**config.mk**
```make
export PLATFORM = sky130hd
export DESIGN_NAME = four_input_irq_aggregator
export DESIGN_NICKNAME = d
export VERILOG_FILES = /design/src/rtl/four_input_irq_aggregator.sv
export SDC_FILE = /design/constraint.sdc
export NUM_CORES = 1
export LEC_CHECK = 0
export BUFFER_PORTS_ARGS = -buffer_cell sky130_fd_sc_hd__buf_2
export CAP_MARGIN = 0
export CORE_MARGIN = 5
export CORE_UTILIZATION = 50
export DETAILED_ROUTE_END_ITERATION = 8
export PLACE_DENSITY = 0.85
export SLEW_MARGIN = 5
export SYNTH_ARGS = -nofsm -noshare
export SYNTH_HDL_FRONTEND = slang
export SYNTH_SLANG_ARGS = --single-unit
export TNS_END_PERCENT = 5
```
**constraint.sdc**
```tcl
create_clock -name clk -period 3.6 [get_ports clk]
set_input_delay 0.36 -clock clk [delete_from_list [all_inputs] [get_ports clk]]
set_output_delay 0.36 -clock clk [all_outputs]
set_load 0.03 [all_outputs]
```
**src/rtl/four_input_irq_aggregator.sv**
```systemverilog
// four_input_irq_aggregator
//   Collects four asynchronous request lines into sticky pending flags and
//   a single maskable interrupt. It also keeps a saturating count of irq
//   assertions.
//
//   Parameters
//     SYNC_STAGES : synchronizer depth per request bit (2..4)
//     CNT_W       : width of irq_cnt
//
//   Ports
//     clk      in   single clock, rising edge
//     rst_n    in   asynchronous active-low reset, clears all state
//     req_in   in   [3:0] asynchronous request lines, bit i = source i
//     mask     in   [3:0] 1 = source i does not contribute to irq (sync to clk)
//     clr      in   [3:0] write-1-to-clear pulse for pending[i] (sync to clk)
//     cnt_clr  in   synchronous clear of irq_cnt
//     pending  out  [3:0] sticky per-source event flags
//     irq      out  registered OR of unmasked pending bits
//     irq_cnt  out  [CNT_W-1:0] saturating count of irq 0->1 transitions
module four_input_irq_aggregator #(
  parameter int unsigned SYNC_STAGES = 2,
  parameter int unsigned CNT_W       = 8
) (
  input  logic             clk,
  input  logic             rst_n,
  input  logic [3:0]       req_in,
  input  logic [3:0]       mask,
  input  logic [3:0]       clr,
  input  logic             cnt_clr,
  output logic [3:0]       pending,
  output logic             irq,
  output logic [CNT_W-1:0] irq_cnt
);

  localparam int unsigned     CHAIN_W = SYNC_STAGES * 4;
  localparam logic [CNT_W-1:0] CNT_MAX = '1;

  // The synchronizer stages are packed side by side: stage 0 occupies bits
  // [3:0] and the last stage occupies the top nibble. This lets the whole
  // chain shift as one vector.
  logic [CHAIN_W-1:0] sync_chain;
  logic [3:0]         sync;
  logic [3:0]         sync_d;
  logic [3:0]         rise;

  logic [3:0]         pending_next;
  logic               irq_next;
  logic               cnt_inc;

  assign sync = sync_chain[CHAIN_W-1 -: 4];

  // Synchronizer chain plus one delay flop for edge detection.
  always_ff @(posedge clk or negedge rst_n) begin
    if (!rst_n) begin
      sync_chain <= '0;
      sync_d     <= '0;
    end else begin
      sync_chain <= {sync_chain[CHAIN_W-5:0], req_in};
      sync_d     <= sync;
    end
  end

  // Event logic. A new rise has priority over a clear in the same cycle, so
  // an event that arrives while software is clearing the flag is kept.
  always_comb begin
    rise         = sync & ~sync_d;
    pending_next = (pending & ~clr) | rise;
    irq_next     = |(pending & ~mask);
    cnt_inc      = irq_next & ~irq & (irq_cnt != CNT_MAX);
  end

  always_ff @(posedge clk or negedge rst_n) begin
    if (!rst_n) begin
      pending <= '0;
      irq     <= 1'b0;
    end else begin
      pending <= pending_next;
      irq     <= irq_next;
    end
  end

  // The count saturates at all-ones. A clear takes priority over an
  // increment in the same cycle.
  always_ff @(posedge clk or negedge rst_n) begin
    if (!rst_n) begin
      irq_cnt <= '0;
    end else if (cnt_clr) begin
      irq_cnt <= '0;
    end else if (cnt_inc) begin
      irq_cnt <= irq_cnt + 1'b1;
    end
  end

endmodule

```
# ---- Yosys cells after proc, flatten, opt, wreduce, memory -nomap -nowiden
# Cells that the tools add are included.
dict set report totals {
  ff_bits 25
  inputBits 15
  output_inout_bits 13
  wordCells 21
}
dict set report classes {
  add_sub_neg 1
  n_eq_ne 1
  mux 2
  bitwise 10
  reduce_logical 2
}
# operator count
set ops {}
lappend ops {{8-bit 2-to-1 mux} 2}
lappend ops {{4-bit bitwise AND} 3}
lappend ops {{4-bit NOT} 3}
lappend ops {{8-bit by 1-bit adder with 8-bit output, second input constant} 1}
lappend ops {{8-bit inequality test, second input constant} 1}
lappend ops {{4-bit OR} 1}
lappend ops {{4-bit OR reduction} 1}
lappend ops {{1-bit bitwise AND} 2}
lappend ops {{2-bit nonzero test} 1}
lappend ops {{1-bit NOT} 1}

# ---- Logic depth before layout (Yosys ltp)
# Gate-level depths: netlist (run 1).
dict set report logic_depth {
  ltp_word 7
  depth_mapped 5
  mapped_depth_nobuf 5
}

# ---- Worst setup path before layout (run 1)
# No wires, ideal clock.
dict set report synth_path {
  kind {reg2reg}
  startpoint {reg irq_cnt[0]}
  endpoint {reg irq_cnt[4]}
  setup_ps 77
  arrival_ps 1554
  required_ps 3523
  slack_ps 1969
  path_stages_with_launch 6
  path_buffers 0
  period_less_slack_ps 1631
  path_cell_list {dfrtp_1 -> ha_1 -> nand3_1 -> nor2_1 -> or4_1 -> a21oi_1}
}
dict set report synth_via {
  elab_chain_len 3
  word_cells_on_any_way 6
  classes_between {1 x add/sub; 1 x eq/ne; 2 x mux; 1 x bitwise; 1 x reduce/logical}
}
# item line
set synth_lines {}
lappend synth_lines {{from (decl)} 32} ;# output logic [CNT_W-1:0] irq_cnt
lappend synth_lines {{from (signal assigned)} 90} ;# irq_cnt <= irq_cnt + 1'b1;
lappend synth_lines {{8-bit by 1-bit adder with 8-bit output / 8-bit inequality test (equally long branches)} {90, 69}}
lappend synth_lines {{8-bit 2-to-1 mux / 1-bit bitwise AND (equally long branches)} {89, 69}}
lappend synth_lines {{8-bit 2-to-1 mux / 2-bit nonzero test (equally long branches)} -}
# Parallel ways exist; a longest one is shown, timed or not. The select of a mux whose other input is x is not followed.
# A chain may end at the register's enable or synchronous reset.

# ---- Worst setup path in the final report (run 1)
# Ends and elaborated chain as after synthesis.

==> results of run 1 <==
==> through the flow <==
stage                     power, mW  cells  hold slack, ns
final                        0.4904    136       -0.009985
after global routing         0.5169    136         0.02200
after CTS                    0.4947    136        0.002897
after detailed placement     0.3696    132          0.3362
after global placement       0.3665    132          0.3321
after floorplan              0.3434     81         0.06441
==> cell families after synthesis <==
group                    count (synthesis)  synth area share
AO/OA/AOI/OAI                           20            0.1436
adder cells (fa/ha/maj)                  1           0.01317
buffers and inverters                   11           0.04479
flip-flops                              25            0.6588
multiplexers                             1           0.01054
AND/OR/NAND/NOR                         23            0.1291
==> flip-flops by register name, summed over array words and instances (netlist names) <==
name	cells
irq_cnt	8
irq	1
sync_chain	8
pending	4
sync_d	4
==> final cells by class <==
cell class | count | area share
tap | 25 | 0.02741
inverter | 10 | 0.03289
clock buffer | 3 | 0.01974
sequential | 25 | 0.5482
multi-input combinational | 45 | 0.2467
clock inverter | 1 | 0.006579
timing repair buffer | 27 | 0.1184
==> how the worst max path moves through the flow <==
stage,from,endpoint,slack (ns),depth (start not counted)
after floorplan,irq_cnt[0],irq_cnt[4],1.97,5
after global placement,mask[0],irq_cnt[4],1.88,5
after detailed placement,mask[0],irq_cnt[4],1.84,5
after CTS,irq_cnt[0],irq_cnt[4],1.97,5
after global routing,irq_cnt[0],irq_cnt[4],1.86,5
final,irq_cnt[0],irq_cnt[4],1.96,5
==> layout by cell type, fill, tap and decap left out, types with 2 or more instances in the layout <==
master and n:
o31ai_1 2, a21oi_1 5, nand2b_1 4, clkbuf_4 3, dfrtp_1 25, nand4_1 2, o21ai_0 2, o41ai_1 3
or4_1 3, o311ai_0 2, or3_1 2, o22ai_1 4, nand3_1 4, nor2_1 2, buf_2 27, inv_1 10
nand2_1 6
==> per-layer routing <==
layer	up-vias	wire, um
met2	32	1021
met3	4	136
met1	366	739
met4	0	24
li1	358	-
met5	-	0
==> power groups by stage <==
stage / registers (mW) / clock network [mW] / logic, mW
2_1_floorplan: 0.323 / 0 / 0.0201
3_3_place_gp: 0.308 / 0 / 0.0583
3_5_place_dp: 0.309 / 0 / 0.0604
4_1_cts: 0.304 / 0.130 / 0.0607
5_1_grt: 0.306 / 0.144 / 0.0668
6_report: 0.304 / 0.127 / 0.0601
==> worst max-delay path: cells and delay by family (launching register included) <==
| family | cells | cell delay, ns |
|---|---|---|
| and+or+nand+nor | 3 | 0.72 |
| DFF | 1 | 0.44 |
| AOI/OAI and AO/OA | 1 | 0.15 |
| adders and majority gates | 1 | 0.26 |
==> results.md, run 1 <==
* Status: complete, but fails checks
* Failing checks: hold timing
* # IOs at 28
* Multi-input logic area at 281.5 um2
* Slew HR at 0.6539
* EDFF count, synth at 0
* Hold_ws at -0.009985 ns
* Sequential share of the synthesized area at 0.6588
* Reg2Reg Launch Point: irq_cnt[0]
* # Post-CTS Setup Buffers at 0
* Synth area leader: dfrtp_1
* WL final at 1.922 mm
* Reg power frac at 0.619
* Hold Path Class: input pin to asynchronous set/reset pin
* Fmax at 610.0 MHz
* Detailed-router iteration count before antenna repair at 4
* Final Setup Violations at 0
* Synth Flop Type: dfrtp_1
* HPWL Detailed at 1.441 mm
* Met2 GRT Util at 0.2796
* Actual slew at the worst max-slew pin at 0.5191 ns
* Placement Cell Area at 1111 um2
* Top cells by area, synth: dfrtp_1 66%, inv_1 4.0%, o41ai_1 2.8%
* Worst skew pair latency at 0.32 ns
* NetSw at 0.1332 mW
* Hold_buf cts at 0
* First-pass GRT wire length at 3.353 mm
* RSZ-0062 raised after global routing: no
* Met3 Use GR at 0.03878
* Design area at 1141 um2
* Syn Nets at 97
* Synthesized flop and latch total at 25
* Area share of the largest cell type after synthesis at 0.6588
* Most common cell in the netlist: dfrtp_1
* Vias in the first global route at 762
* Final #Nets at 128
* Synth cell types at 20
* Layout cells sized above 1 at 0.2793
* Slowest stage cell on the critical path: or4_1
* Crit-path max FO at 6
* GPL Wtd Cong at 0.7141
* Period utilisation layout at 0.4554
* Antenna violations before repair at 0
* Global route total overflow at 0
* Die height at 53.58 um
* Mean Syn Cell Area at 11.72 um2
* Core Box Area at 1764 um2
* Clock skew at 0.004009 ns
* PortBufs at 27
* Iter 0 DRT Violations at 32
* Reg2Reg Setup Slack at 1.96 ns
* Ys async rst share at 1.000
* Critical path startpoint category: flop
* Filler instances at 153
* Hold Vio Cnt, Final at 25
* Crit path time final at 1.639 ns
* Largest net degree at the start of global routing at 26
* Drt via density at 5.588
* PwrDens at 429.7 nW/um2
* Starting Density at 0.5383
* Area growth, synth to finish at 20.16%
* Crit-path max cell delay at 0.48 ns
* Ant diodes at 0
* Post-synth top cells: 25 x dfrtp_1, 10 x inv_1, 6 x nand2_1, 5 x a21oi_1
* GRT Overall Usage at 0.1625
* Clock power frac at 0.258
* Final Max Tran Viols at 0
* Worst r2r dst: irq_cnt[4]
* Worst-case clock buffer depth at 2
* Critical path endpoint category: flop
* Worst slack, placed at 1.842 ns
* Die W at 53.58 um
* Number of H-tree branching levels at 1
* FF/Latch Area at 625.6 um2
* DIE AREA at 2871 um2
* Routed vias at 760
* Clock sink count at 25
* Leak at 0.5516 nW
* Final worst slack at 1.961 ns
* Max-Cap Viols at 0
* CTS Root Cell: clkbuf_4
* CTS tree: built
* Critical Path AT at 1.89 ns
* Critical path class: flop to flop
* Worst vdd ir at 0.3522 mV
* GRT Max-Usage Layer: met2
* Drt wl/cell at 14.13 um
* CP required at 3.85 ns
* Critical Path, Cell by Cell: ha_1 > nand3_1 > nor2_1 > or4_1 > a21oi_1
* Switching Fraction at 0.2715
* Met1 Use GR at 0.1920
* CTS Buf Count at 3
* Setup TNS at 0 ns
* CTS resizes at 0
* Synth Cell Area at 949.7 um2
* Synthesis Warnings at 0
* Synth Instances at 81
* Combinational Power Share at 0.123
* Internal power at 0.3572 mW
* Fin util at 0.6468
* DRT antenna net count at 0
* Drt drc at 0
* Reg2reg path depth at 5
* Reg clk slew, reported paths at 0.14 ns
* Core Rows at 15
Note: power is estimated with default switching activity, not from simulation.
==> inputs of run 2 (changes only) <==
- CORE_UTILIZATION: 50 -> 44
- PLACE_DENSITY: 0.85 -> 0.79
- clock period: 3.6 -> 1.4 ns (I/O delays scaled with it)
==> run 2 against run 1 <==
Against the previous run: the flow finishes with violations (setup timing); combinational power grew to 3.7 times the previous value; clock power rose to 2.7 times the previous value; setup slack got worse by 2.1 ns; first-iteration DRC count fell by 3.1%; critical path depth is the same; count of clock-buffer cells in the layout stayed put; worst hold slack improved by 0.052 ns; cell count increased by 18%; critical path type unchanged; largest power group unchanged.
==> results.md, run 2 (synthesis gave the netlist of run 1 again) <==
* Most frequent cells in the layout: 27 x buf_2, 16 x dfrtp_1, 14 x buf_4
* Setup TNS at -0.4783 ns (-0.4783 ns)
* Placement Cell Area at 1202 um2 (+8.2%)
* Number of H-tree branching levels at 1 (unchanged)
* Final worst slack at -0.1170 ns (-2.078 ns)
* Worst skew pair latency at 0.33 ns (about the same)
* Hold Vio Cnt, Final at 0 (-100%)
* Reg clk slew, reported paths at 0.14 ns (about the same)
* Drt wl/cell at 15.04 um (+6.4%)
* Leak at 0.6573 nW (+19%)
* Worst-case clock buffer depth at 2 (unchanged)
* Die W at 56.46 um (+5.4%)
* Area growth, synth to finish at 50.72%
* Critical path endpoint category: flop
* Period utilisation layout at 1.084 (+0.6282)
* Ant diodes at 0 (unchanged)
* Max-Cap Viols at 0 (unchanged)
* Drt via density at 5.342 (-4.4%)
* GPL Wtd Cong at 0.8226 (+15%)
* Critical path class: flop to flop
* Final #Nets at 151 (+18%)
* Layout Cells excl Fill at 161 (+18%)
* Fin util at 0.7150 (+0.06819)
* Routed vias at 860 (+13%)
* Core Rows at 16 (+1)
* Failing checks: setup timing
* Critical Path AT at 1.72 ns (-0.17 ns)
* PortBufs at 27 (unchanged)
* Worst vdd ir at 0.8079 mV (+130%)
* Most common cell after layout, fill and taps aside: buf_2
* Detailed-router iteration count before antenna repair at 4 (unchanged)
* Crit-path max FO at 10 (+4)
* Final Max Tran Viols at 0 (unchanged)
* CP required at 1.60 ns (-2.25 ns)
* WL final at 2.422 mm (+26%)
* Critical path startpoint category: flop
* Multi-input logic area at 361.6 um2 (+28%)
* Slew HR at 0.6431 (-0.01081)
* Antenna violations before repair at 0 (unchanged)
* Vias in the first global route at 856 (+12%)
* Starting Density at 0.4744 (-0.06392)
* Final Setup Violations at 6 (+6)
* Global route total overflow at 0 (unchanged)
* Core Box Area at 2002 um2 (+13%)
* PwrDens at 945.2 nW/um2 (+120%)
* Largest net degree at the start of global routing at 26 (unchanged)
* FF/Latch Area at 636.9 um2 (+1.8%)
* First-pass GRT wire length at 3.857 mm (+15%)
* DIE AREA at 3187 um2 (+11%)
* DP Cell Count at 142 (+7.6%)
* GRT Overall Usage at 0.1543 (-0.008188)
* Iter 0 DRT Violations at 31 (-3.1%)
* Die height at 56.46 um (+5.4%)
* Fmax at 659.2 MHz (+8.1%)
* Clock skew at 0.008332 ns (+0.004323 ns)
* CTS Buf Count at 3 (unchanged)
* Crit path time final at 1.517 ns (-0.1224 ns)
* DRT antenna net count at 0 (unchanged)
* Status: complete, but fails checks
* Drt drc at 0 (unchanged)
* Biggest registers after layout: irq_cnt (8), sync_chain (8)
* Clock sink count at 25 (unchanged)
* Actual slew at the worst max-slew pin at 0.5353 ns (+0.01622 ns)
* # IOs at 28 (unchanged)
* Layout cells sized above 1 at 0.4851 (+0.2058)
* HPWL Detailed at 1.342 mm (-6.9%)
* CTS Root Cell: clkbuf_4
* RSZ-0062 raised after global routing: yes
* Design area at 1431 um2 (+25%)
* Filler instances at 130 (-15%)
* Worst slack, placed at -0.1031 ns (-1.945 ns)
* CTS tree: built
* Hold Path Class: input pin to flop
[run 2: cell types whose count changed in the layout (fill, tap and decap cells not counted), sizes merged]
cell,delta
inv,+1
buf,+14
clkinvlp,-1
dlygate4sd3,+9
[run 2: timing repair]
action | CTS | global route
pin swaps | 2 | 7
endpoints found under the setup margin | 8 | 8
gates resized for setup | 3 | 10
endpoints found under the hold margin | 33 | 0
setup buffers | 1 | 5
cloned | 0 | 0
hold buffers | 9 | 0
[run 2: where the power goes]
| group | switching [mW] | internal (mW) | total [mW] |
|---|---|---|---|
| Sequential | 0.0247 | 0.762 | 0.786 |
| Clock | 0.228 | 0.116 | 0.345 |
| Combinational | 0.125 | 0.0970 | 0.222 |
| Total | 0.378 | 0.975 | 1.35 |
[run 2: per-layer routing]
layer / GRT usage / part of all wire / up-vias
met5: 0 / 0 / -
met4: 0.1119 / 0.064 / 0
met3: 0.02752 / 0.058 / 18
met2: 0.2508 / 0.48 / 37
met1: 0.1805 / 0.40 / 403
li1: - / - / 402
[run 2: worst paths after layout]
check | startpoint | to | slack [ns] | depth (start not counted)
worst max-delay path | pending[2] | irq_cnt[2] | -0.12 | 5
worst min-delay path | cnt_clr | irq_cnt[4] | 0.04 | 2
worst max register to register | pending[2] | irq_cnt[2] | -0.12 | 5
worst min register to register | sync_chain[3] | sync_chain[7] | 0.37 | 0
max in group asynchronous | rst_n | irq_cnt[4] | 0.71 | 2
min in group asynchronous | rst_n | sync_d[1] | 0.30 | 2
[run 2: final cells by class]
type | count | share of cell area
multi-input combinational | 45 | 0.2526
inverter | 10 | 0.02622
tap | 27 | 0.02360
clock buffer | 3 | 0.01573
sequential | 25 | 0.4449
clock inverter | 1 | 0.006119
timing repair buffer | 50 | 0.2308
[run 2: stage by stage]
step	power, mW	hold WS (ns)
2_1_floorplan	0.8930	-0.1556
3_3_place_gp	0.9718	0.1441
3_5_place_dp	0.9790	0.1472
4_1_cts	1.347	0.04215
5_1_grt	1.419	0.02549
6_report	1.353	0.04217
[run 2: worst max-delay path, cell delays in order (launching register included)]
cell and delay (ns):
dfrtp_2 0.40, nand2b_1 0.09, a41o_4 0.29, buf_4 0.17, o311ai_2 0.28, o41ai_1 0.15
==> inputs of run 3 (changes only) <==
- BUFFER_PORTS_ARGS: -buffer_cell sky130_fd_sc_hd__buf_2 -> -buffer_cell sky130_fd_sc_hd__clkbuf_2
==> run 3 against run 2 <==
Against the previous run: the flow still finishes with violations (setup timing); non-clock buffer count shrank 2; design area up 1.4%; sequential power increased by 0.5%; setup slack better by 0.038 ns; sequential share of layout area is 0.70 points lower; combinational power grew 5%; power is 0.46% higher; first-iteration DRC count rose by 9.7%; global-route usage is essentially flat; cell count shrank 0.62%.
==> results.md, run 3 (synthesis gave the netlist of run 1 again) <==
* Global route total overflow at 0 (unchanged)
* Largest net degree at the start of global routing at 26 (unchanged)
* Number of H-tree branching levels at 1 (unchanged)
* Internal power at 0.9799 mW (+0.49%)
* Setup TNS at -0.1375 ns (+0.3409 ns)
* Status: complete, but fails checks
* Filler instances at 132 (+1.5%)
* Most frequent cells in the layout: 27 x clkbuf_2, 17 x dfrtp_1, 11 x buf_4
* PortBufs at 27 (unchanged)
* Met2 wire length at 1.230 mm (+6.4%)
* # IOs at 28 (unchanged)
* Critical Path, Cell by Cell: ha_4 > nand3_4 > nor2_2 > or4_1 > a21oi_2
* CP required at 1.66 ns (+0.06 ns)
* Biggest registers after layout: irq_cnt (8), sync_chain (8)
* Leak at 0.6654 nW (+1.2%)
* Switching Fraction at 0.2791 (about the same)
* Crit-path max FO at 5 (-5)
* Critical path endpoint category: flop
* Hold Vio Cnt, Final at 0 (unchanged)
* Critical path class: flop to flop
* Iter 0 DRT Violations at 34 (+9.7%)
* Worst slack, placed at -0.1400 ns (-0.03698 ns)
* Combinational Power Share at 0.170 (+0.006)
* Failing checks: setup timing
* HPWL Detailed at 1.501 mm (+12%)
* DRT antenna net count at 0 (unchanged)
* Reg clk slew, reported paths at 0.15 ns (about the same)
* Final Max Tran Viols at 0 (unchanged)
* Starting Density at 0.4744 (unchanged)
* Routed vias at 841 (-2.2%)
* Reg power frac at 0.581 (about the same)
* Worst vdd ir at 0.6287 mV (-22%)
* Slew HR at 0.6009 (-0.04221)
* GRT Overall Usage at 0.1548 (+0.0004808)
* NetSw at 0.3793 mW (+0.37%)
* RSZ-0062 raised after global routing: yes
* Slowest stage cell on the critical path: or4_1
* Hold_ws at 0.08205 ns (+0.03988 ns)
* Most common cell after layout, fill and taps aside: clkbuf_2
* Die W at 56.46 um (unchanged)
* Detailed-router iteration count before antenna repair at 4 (unchanged)
* WL final at 2.351 mm (-2.9%)
* Met1 WL at 957 um (-1.3%)
* Crit path time final at 1.479 ns (-0.03758 ns)
* Die height at 56.46 um (unchanged)
* Final #Nets at 150 (-0.66%)
* GPL Wtd Cong at 0.7972 (-3.1%)
* Critical path startpoint category: flop
* Core Rows at 16 (unchanged)
* Clock sink count at 25 (unchanged)
* Hold Path Class: input pin to flop
* Clock skew at 0.01285 ns (+0.004514 ns)
* CTS Root Cell: clkbuf_4
* Reg2Reg Setup Slack at -0.08 ns (+0.04 ns)
* Top sig layer: met4
* Max-Cap Viols at 0 (unchanged)
* Drt drc at 0 (unchanged)
* Vias in the first global route at 853 (-0.35%)
* Ant diodes at 0 (unchanged)
* PwrDens at 936.4 nW/um2 (-0.93%)
* Core Box Area at 2002 um2 (unchanged)
* Routed wl met3 at 127 um (-9.3%)
* Layout cells sized above 1 at 0.4812 (-0.003872)
* Antenna violations before repair at 0 (unchanged)
* Period utilisation layout at 1.057 (-0.02684)
* Final worst slack at -0.07945 ns (+0.03758 ns)
* Clock power frac at 0.248 (-0.007)
* Actual slew at the worst max-slew pin at 0.5986 ns (+0.06331 ns)
* Area growth, synth to finish at 52.83%
* Drt via density at 5.256 (-1.6%)
* DIE AREA at 3187 um2 (unchanged)
* CTS Buf Count at 3 (unchanged)
* Critical Path AT at 1.74 ns (+0.02 ns)
* First-pass GRT wire length at 3.946 mm (+2.3%)
* CTS tree: built
* Drt wl/cell at 14.69 um (-2.3%)
* Crit-path max cell delay at 0.50 ns (+0.10 ns)
* Final Setup Violations at 4 (-2)
* Worst-case clock buffer depth at 2 (unchanged)
* Fmax at 675.9 MHz (+2.5%)
* Worst skew pair latency at 0.32 ns (about the same)
## run 3: per-stage QoR
stage / area [um2] / util / cells / power, mW
6_report: 1451 / 0.7250 / 160 / 1.359
5_1_grt: 1451 / 0.7250 / 160 / 1.440
4_1_cts: 1431 / 0.7150 / 160 / 1.369
3_5_place_dp: 1210 / 0.6044 / 143 / 0.9785
3_3_place_gp: 1210 / 0.6044 / 143 / 0.9696
2_1_floorplan: 980.9 / - / 81 / 0.8930
## run 3: metal layers
metal	vias to the layer above	track usage
met2	40	0.2706
met3	4	0.02752
met5	-	0
met1	397	0.1921
li1	400	-
met4	0	0.04746
## run 3: power groups by stage
stage | sequential [mW] | combinational (mW) | clock [mW]
2_1_floorplan | 0.837 | 0.0560 | 0
3_3_place_gp | 0.795 | 0.174 | 0
3_5_place_dp | 0.799 | 0.179 | 0
4_1_cts | 0.790 | 0.230 | 0.349
5_1_grt | 0.795 | 0.253 | 0.392
6_report | 0.790 | 0.232 | 0.337
## run 3: final cells by class
type                       count  area [um2]  area share
clock inverter                 1       8.758    0.006034
inverter                      10       37.54     0.02586
sequential                    25       635.6      0.4379
tap                           27       33.78     0.02328
multi-input combinational     46       394.1      0.2716
timing repair buffer          48       319.1      0.2198
clock buffer                   3       22.52     0.01552
## run 3: critical path: cells and delay by family (launching register included)
kind                       cells  cell delay, ns
and+or+nand+nor                3            0.64
DFF                            1            0.47
adders and majority gates      1            0.19
AOI/OAI and AO/OA              1            0.13
## run 3: repair_timing
| item | CTS | global route |
|---|---|---|
| hold buffers | 9 | 0 |
| endpoints found under the hold margin | 33 | 0 |
| resized for setup | 9 | 5 |
| gates cloned | 1 | 0 |
| endpoints found under the setup margin | 7 | 8 |
| setup buffers | 3 | 0 |
| pin swaps | 3 | 2 |
## run 3: worst paths after layout
path | startpoint | end | depth (start not counted)
max | irq_cnt[0] | irq_cnt[4] | 5
min | cnt_clr | irq_cnt[5] | 2
max reg2reg | irq_cnt[0] | irq_cnt[4] | 5
min reg2reg | sync_chain[2] | sync_chain[6] | 0
max in group asynchronous | rst_n | irq_cnt[3] | 2
min in group asynchronous | rst_n | irq | 2
